**src/rtl/onewire_pkg.sv**
```systemverilog
// Shared definitions for the 1-Wire temperature poller:
// engine opcodes, DS18B20 command bytes and the poll FSM state type.
package onewire_pkg;

    localparam logic [1:0] OP_RESET = 2'd0;
    localparam logic [1:0] OP_WRITE = 2'd1;
    localparam logic [1:0] OP_READ  = 2'd2;

    localparam logic [7:0] ROM_SKIP   = 8'hCC;
    localparam logic [7:0] FN_CONVERT = 8'h44;
    localparam logic [7:0] FN_READ_SP = 8'hBE;

    localparam int TIMER_W = 20;

    typedef enum logic [3:0] {
        ST_IDLE,
        ST_RST1,
        ST_SKIP1,
        ST_CONV,
        ST_WAITC,
        ST_RST2,
        ST_SKIP2,
        ST_RDSP,
        ST_RDLO,
        ST_RDHI,
        ST_DONE
    } state_t;

    typedef enum logic {
        PH_ISSUE,
        PH_AWAIT
    } phase_t;

    typedef struct packed {
        logic [1:0] op;
        logic [7:0] data;
    } cmd_t;

    function automatic logic is_cmd_step(state_t s);
        return !(s inside {ST_IDLE, ST_WAITC, ST_DONE});
    endfunction

    function automatic logic is_reset_step(state_t s);
        return s inside {ST_RST1, ST_RST2};
    endfunction

    function automatic cmd_t step_cmd(state_t s);
        cmd_t c;
        c.op   = OP_RESET;
        c.data = 8'h00;
        case (s)
            ST_SKIP1, ST_SKIP2: begin
                c.op   = OP_WRITE;
                c.data = ROM_SKIP;
            end
            ST_CONV: begin
                c.op   = OP_WRITE;
                c.data = FN_CONVERT;
            end
            ST_RDSP: begin
                c.op   = OP_WRITE;
                c.data = FN_READ_SP;
            end
            ST_RDLO, ST_RDHI: c.op = OP_READ;
            default: ;
        endcase
        return c;
    endfunction

    function automatic state_t next_step(state_t s);
        case (s)
            ST_RST1:  return ST_SKIP1;
            ST_SKIP1: return ST_CONV;
            ST_CONV:  return ST_WAITC;
            ST_RST2:  return ST_SKIP2;
            ST_SKIP2: return ST_RDSP;
            ST_RDSP:  return ST_RDLO;
            ST_RDLO:  return ST_RDHI;
            ST_RDHI:  return ST_DONE;
            default:  return ST_IDLE;
        endcase
    endfunction

endpackage

```
**src/rtl/us_down_timer.sv**
```systemverilog
// Saturating down-counter in microsecond ticks with load and zero flag.
// Load wins over a coincident tick.
module us_down_timer
    import onewire_pkg::*;
(
    input  logic               clk,
    input  logic               nReset,
    input  logic               en,
    input  logic               load,
    input  logic [TIMER_W-1:0] load_val,
    output logic               zero
);

    logic [TIMER_W-1:0] count_q;

    always_ff @(posedge clk or negedge nReset) begin
        if (!nReset) begin
            count_q <= '0;
        end else if (load) begin
            count_q <= load_val;
        end else if (en && count_q != '0) begin
            count_q <= count_q - TIMER_W'(1);
        end
    end

    assign zero = (count_q == '0);

endmodule

```
**src/rtl/temp_poll_scheduler.sv**
```systemverilog
// Sequences a DS18B20 conversion and scratchpad read through a
// 1-Wire byte engine, manually or on a periodic timer.
module temp_poll_scheduler
    import onewire_pkg::*;
#(
    parameter int CONV_WAIT_US   = 750000,
    parameter int POLL_PERIOD_US = 1000000,
    parameter int MAX_RETRY      = 3
) (
    input  logic        clk,
    input  logic        nReset,
    input  logic        clk_en,
    input  logic        start,
    input  logic        auto_en,
    output logic        eng_cmd_valid,
    output logic [1:0]  eng_cmd_op,
    output logic [7:0]  eng_cmd_data,
    input  logic        eng_cmd_ready,
    input  logic        eng_rsp_valid,
    input  logic [7:0]  eng_rsp_data,
    input  logic        eng_rsp_presence,
    output logic [11:0] temp_data,
    output logic        temp_valid,
    output logic        busy,
    output logic        err_nopresence
);

    localparam logic [2:0] RETRY_LIM = 3'(MAX_RETRY);
    localparam logic [TIMER_W-1:0] CONV_LOAD = TIMER_W'(CONV_WAIT_US);
    localparam logic [TIMER_W-1:0] PER_LOAD  = TIMER_W'(POLL_PERIOD_US);

    state_t      state_q, state_d;
    phase_t      phase_q, phase_d;
    logic [2:0]  retry_q;
    logic [7:0]  lsb_q;
    logic [11:0] temp_q;
    logic        err_q;

    logic conv_zero, per_zero;
    logic conv_load, per_load;
    logic rsp_take, retry_inc, exhaust, enter_rst;

    always_ff @(posedge clk or negedge nReset) begin
        if (!nReset) begin
            state_q <= ST_IDLE;
            phase_q <= PH_ISSUE;
        end else begin
            state_q <= state_d;
            phase_q <= phase_d;
        end
    end

    always_comb begin
        state_d   = state_q;
        phase_d   = phase_q;
        retry_inc = 1'b0;
        exhaust   = 1'b0;
        unique case (state_q)
            ST_IDLE: begin
                if (start || (auto_en && per_zero)) begin
                    state_d = ST_RST1;
                    phase_d = PH_ISSUE;
                end
            end
            ST_WAITC: begin
                if (conv_zero) begin
                    state_d = ST_RST2;
                    phase_d = PH_ISSUE;
                end
            end
            ST_DONE: state_d = ST_IDLE;
            default: begin
                if (phase_q == PH_ISSUE) begin
                    if (eng_cmd_ready) phase_d = PH_AWAIT;
                end else if (eng_rsp_valid) begin
                    phase_d = PH_ISSUE;
                    // A missing presence pulse reissues the same RESET.
                    if (is_reset_step(state_q) && !eng_rsp_presence) begin
                        if (retry_q == RETRY_LIM) begin
                            exhaust = 1'b1;
                            state_d = ST_IDLE;
                        end else begin
                            retry_inc = 1'b1;
                        end
                    end else begin
                        state_d = next_step(state_q);
                    end
                end
            end
        endcase
    end

    assign rsp_take  = is_cmd_step(state_q) && (phase_q == PH_AWAIT)
                     && eng_rsp_valid;
    assign enter_rst = (state_d != state_q) && is_reset_step(state_d);
    assign conv_load = (state_q == ST_CONV) && (state_d == ST_WAITC);
    assign per_load  = (state_q == ST_IDLE) && (state_d == ST_RST1);

    always_ff @(posedge clk or negedge nReset) begin
        if (!nReset) begin
            retry_q <= '0;
            lsb_q   <= '0;
            temp_q  <= '0;
            err_q   <= 1'b0;
        end else begin
            err_q <= exhaust;
            if (enter_rst) begin
                retry_q <= '0;
            end else if (retry_inc) begin
                retry_q <= retry_q + 3'd1;
            end
            if (rsp_take && state_q == ST_RDLO) begin
                lsb_q <= eng_rsp_data;
            end
            // Loaded on entry to DONE so temp_valid sees the new value.
            if (rsp_take && state_q == ST_RDHI) begin
                temp_q <= {eng_rsp_data[3:0], lsb_q};
            end
        end
    end

    always_comb begin
        eng_cmd_valid = 1'b0;
        eng_cmd_op    = 2'd0;
        eng_cmd_data  = 8'h00;
        if (is_cmd_step(state_q) && phase_q == PH_ISSUE) begin
            eng_cmd_valid = 1'b1;
            {eng_cmd_op, eng_cmd_data} = step_cmd(state_q);
        end
        busy           = (state_q != ST_IDLE);
        temp_valid     = (state_q == ST_DONE);
        temp_data      = temp_q;
        err_nopresence = err_q;
    end

    us_down_timer u_conv_timer (
        .clk      (clk),
        .nReset   (nReset),
        .en       (clk_en),
        .load     (conv_load),
        .load_val (CONV_LOAD),
        .zero     (conv_zero)
    );

    us_down_timer u_period_timer (
        .clk      (clk),
        .nReset   (nReset),
        .en       (clk_en),
        .load     (per_load),
        .load_val (PER_LOAD),
        .zero     (per_zero)
    );

endmodule

```
**config.mk**
```make
export PLATFORM = sky130hd
export DESIGN_NAME = temp_poll_scheduler
export DESIGN_NICKNAME = d
export VERILOG_FILES = /design/src/rtl/onewire_pkg.sv /design/src/rtl/us_down_timer.sv /design/src/rtl/temp_poll_scheduler.sv
export SDC_FILE = /design/constraint.sdc
export NUM_CORES = 1
export LEC_CHECK = 0
export BUFFER_PORTS_ARGS = -buffer_cell sky130_fd_sc_hd__buf_2
export CORE_MARGIN = 8
export CORE_UTILIZATION = 40
export CTS_BUF_LIST = sky130_fd_sc_hd__clkbuf_8
export CTS_CLUSTER_DIAMETER = 30
export DETAILED_ROUTE_END_ITERATION = 10
export GPL_ROUTABILITY_DRIVEN = 1
export PLACE_DENSITY = 0.56
export SYNTH_ARGS = -nofsm -noshare
export SYNTH_HDL_FRONTEND = slang
export SYNTH_SLANG_ARGS = --single-unit
```
**constraint.sdc**
```tcl
create_clock -name clk -period 6.1 [get_ports clk]
set_clock_uncertainty 0.1 [all_clocks]
set_input_delay 1.525 -clock clk [delete_from_list [all_inputs] [get_ports clk]]
set_output_delay 1.525 -clock clk [all_outputs]
set_load 0.05 [all_outputs]
```
==> Implementation_results.wiki <==
{| class="wikitable"
! Metric !! Value
|-
| Run status || completed
|-
| Clock-pin slew reported for the worst setup and hold paths after clock tree synthesis || 0.09 ns
|-
| Area used by multi-input combinational logic || 1900 µm²
|-
| Share of the synthesized area in the top cell type || 45.7%
|-
| Share of flip-flops with an asynchronous set or reset || 100%
|-
| Min-delay worst type || reg -> reg
|-
| Total via count in the routed design || 2819
|-
| Relative contribution of the clock network to total power || 21.5%
|-
| Number of design-rule violations left by the first detailed-router iteration || 130
|-
| Initial DRT Pass Iterations || 4
|-
| Yosys warning total || 0
|-
| Final hold slack || 0.410 ns
|-
| Count of nets after finishing || 435
|-
| Largest area contributor in the synthesized netlist || sky130_fd_sc_hd__dfrtp_1
|-
| Library cell used as clock root buffer || sky130_fd_sc_hd__clkbuf_8
|-
| Routed wire length || 8.17 mm
|-
| Final Hold Violating Endpoints || 0
|-
| Maximum VDD drop || 141 µV
|-
| Max-slew headroom || 28.5%
|-
| Number of levels in the clock H-tree || 3
|-
| Largest buffer count on any clock path || 2
|-
| Flip-flop and latch count after synthesis || 69
|-
| Synth unique cells || 54
|-
| Number of buffers created by CTS || 9
|-
| Mean instance size in the synthesized netlist || 10.0 µm²
|-
| GRT Overall Usage || 13.5%
|-
| Final worst path period need || 4.26 ns
|-
| Min setup slack post-route || 1.84 ns
|-
| Logic pwr share || 38.6%
|-
| Count of cells resized by post-cts repair || 0
|-
| Wire length of the first global-routing pass || 14.0 mm
|-
| Top-level port count || 42
|-
| Die H || 113 µm
|-
| Number of routed nets with antenna violations || 0
|-
| Drt wl/cell || 15.5 µm
|-
| Crit start category || flip-flop
|-
| Most common cell after layout, fill and taps aside || sky130_fd_sc_hd__dfrtp_1
|-
| Initial core utilization || 41.1%
|-
| Slew Viols, Final || 0
|-
| Footprint of the flip-flops and latches || 1730 µm²
|-
| Vias in the first global route || 2862
|-
| Via-to-Cell Ratio || 5.36
|-
| Total power divided by cell area || 447 nW/µm²
|-
| Die X-Extent || 113 µm
|-
| TritonCTS clock tree || built
|-
| Largest net degree at the start of global routing || 47
|-
| Port Buf Inserts || 40
|-
| Post-Syn Area || 3780 µm²
|-
| CP Capture Type || primary output
|-
| Clock latency on the worst-skew pair || 0.36 ns
|-
| Gate count of the mapped netlist || 377
|-
| Commonest cells after routing, fill and taps aside || 69 x sky130_fd_sc_hd__dfrtp_1, 42 x sky130_fd_sc_hd__nor2_1, 40 x sky130_fd_sc_hd__buf_2
|-
| Sinks on Clock Net || 69
|-
| Proportion of layout cells with a drive suffix above 1 || 21.7%
|-
| Remaining routing DRC violations || 0
|-
| Number of core rows || 35
|-
| Tightest Pin Transition || 1.06 ns
|-
| Share of the clock period used by the worst path after layout || 69.8%
|-
| Dpl ws || 2.10 ns
|-
| Maximum fanout encountered on the critical timing path || 9
|-
| EDFF count, synth || 0
|-
| Core box area || 9200 µm²
|-
| Net switching power figure || 0.831 mW
|-
| Number of buffers inserted by post-CTS setup repair || 0
|-
| # diodes || 0
|-
| Worst setup path category || reg -> out
|-
| Primary FF master, synth || sky130_fd_sc_hd__dfrtp_1
|-
| Area of the die || 12800 µm²
|-
| CTS hold repair buffers || 0
|-
| Switching power as a share of total power || 43.8%
|-
| Critical path data required time || 4.47 ns
|-
| Fill cell instance count of the final layout || 872
|-
| HPWL after detailed placement || 5.83 mm
|-
| Fmax || 0.235 GHz
|-
| Final setup viols || 0
|-
| Layout overhead on the synthesized area || 12.3%
|-
| Congestion Overflow GR || 0
|-
| Pint || 1.07 mW
|-
| Routability Congestion || 0.845
|-
| Leading post-synthesis cells by cell area || sky130_fd_sc_hd__dfrtp_1 46%, sky130_fd_sc_hd__mux2_2 6.0%, sky130_fd_sc_hd__nor2_1 4.2%
|-
| Power share of the sequential group || 40.0%
|-
| Final TNS setup || 0 ns
|-
| Max cap viols || 0
|-
| Initial antenna violation count || 0
|-
| Leakage || 1.92 nW
|-
| Sequential element share of the synthesized area || 45.7%
|-
| Unrepaired setup endpoints after global routing || no
|-
| Net count after synthesis || 402
|-
| CP Data Arrival Time || 2.64 ns
|}
critical path, stage by stage (launching register included):
cell                       delay (ns)
sky130_fd_sc_hd__dfrtp_1         0.51
sky130_fd_sc_hd__inv_1           0.11
sky130_fd_sc_hd__ha_1            0.30
sky130_fd_sc_hd__nand2b_1        0.30
sky130_fd_sc_hd__nand2_1         0.26
sky130_fd_sc_hd__nor3_1          0.38
sky130_fd_sc_hd__or2_2           0.18
sky130_fd_sc_hd__buf_2           0.26
power by group through the flow:
stage | logic, mW | registers [mW] | clock network (mW)
global placement | 0.726 | 0.762 | 0
CTS | 0.739 | 0.760 | 0.421
detailed placement | 0.735 | 0.767 | 0
global route | 0.816 | 0.784 | 0.444
floorplan | 0.611 | 0.727 | 0
finish | 0.733 | 0.759 | 0.407
state kept, by name, summed over array words and instances (netlist names):
register / flops
err_nopresence: 1
lsb_q: 8
phase_q: 1
retry_q: 3
state_q: 4
temp_data: 12
u_conv_timer.count_q: 20
u_period_timer.count_q: 20
path summary, 6_finish.rpt:
| kind | start | to | slack (ns) | cells after the start |
|---|---|---|---|---|
| max | state_q[1] | eng_cmd_op[0] | 1.84 | 7 |
| min | lsb_q[2] | temp_data[2] | 0.41 | 1 |
| max reg2reg | u_conv_timer.count_q[6] | u_period_timer.count_q[3] | 2.78 | 6 |
| min reg2reg | lsb_q[2] | temp_data[2] | 0.41 | 1 |
| max in group asynchronous | nReset | u_period_timer.count_q[12] | 3.86 | 2 |
| min in group asynchronous | nReset | u_conv_timer.count_q[0] | 1.04 | 1 |
synth_stat cells, drive strengths merged (7+ instances only):
cell type	instances
dfrtp	69
nor2	42
nand2	30
mux2	20
xnor2	18
nor4	16
xor2	16
nor3	15
inv	14
buf	10
clkbuf	10
or4	10
ha	9
a21oi	8
nand2b	8
nand3	8
or3	8
o21ai	7
area by class of cell:
type                       instances  area share (%)
clock buffer                       9            2.92
sequential                        69            40.6
inverter                          14            1.24
tap                              111            3.27
multi-input combinational        274            44.8
clock inverter                     7            2.09
timing repair buffer              42            5.06
per-stage QoR:
stage | instance area (µm²) | total power [mW] | std cells | utilization, %
after floorplan | 3780 | 1.34 | 377 | -
after global placement | 4040 | 1.49 | 510 | 43.9
after global routing | 4250 | 2.04 | 526 | 46.2
final | 4250 | 1.90 | 526 | 46.2
after detailed placement | 4040 | 1.50 | 510 | 43.9
after CTS | 4250 | 1.92 | 526 | 46.2
layer usage:
layer / share of wire [%] / vias to the layer above / wire [µm] / GRT usage [%]
met3: 6.4 / 11 / 520 / 5.22
met2: 45 / 74 / 3690 / 21.1
met1: 47 / 1334 / 3850 / 16.8
met5: 0 / - / 0 / 0
met4: 1.2 / 0 / 98 / 4.00
li1: - / 1400 / - / -
logic make-up (layout without fill, tap and decap cells):
logic type | Yosys count | in the layout | share of synthesized area, %
other | 1 | 1 | 0.0991
buffers and inverters | 34 | 72 | 4.20
flip-flops | 69 | 69 | 45.7
AO/OA/AOI/OAI | 47 | 47 | 9.10
XOR/XNOR | 34 | 34 | 7.87
adder cells (fa/ha/maj) | 9 | 9 | 2.98
AND/OR/NAND/NOR | 162 | 162 | 23.9
multiplexers | 21 | 21 | 6.22
Note: power is estimated with default switching activity, not from simulation.
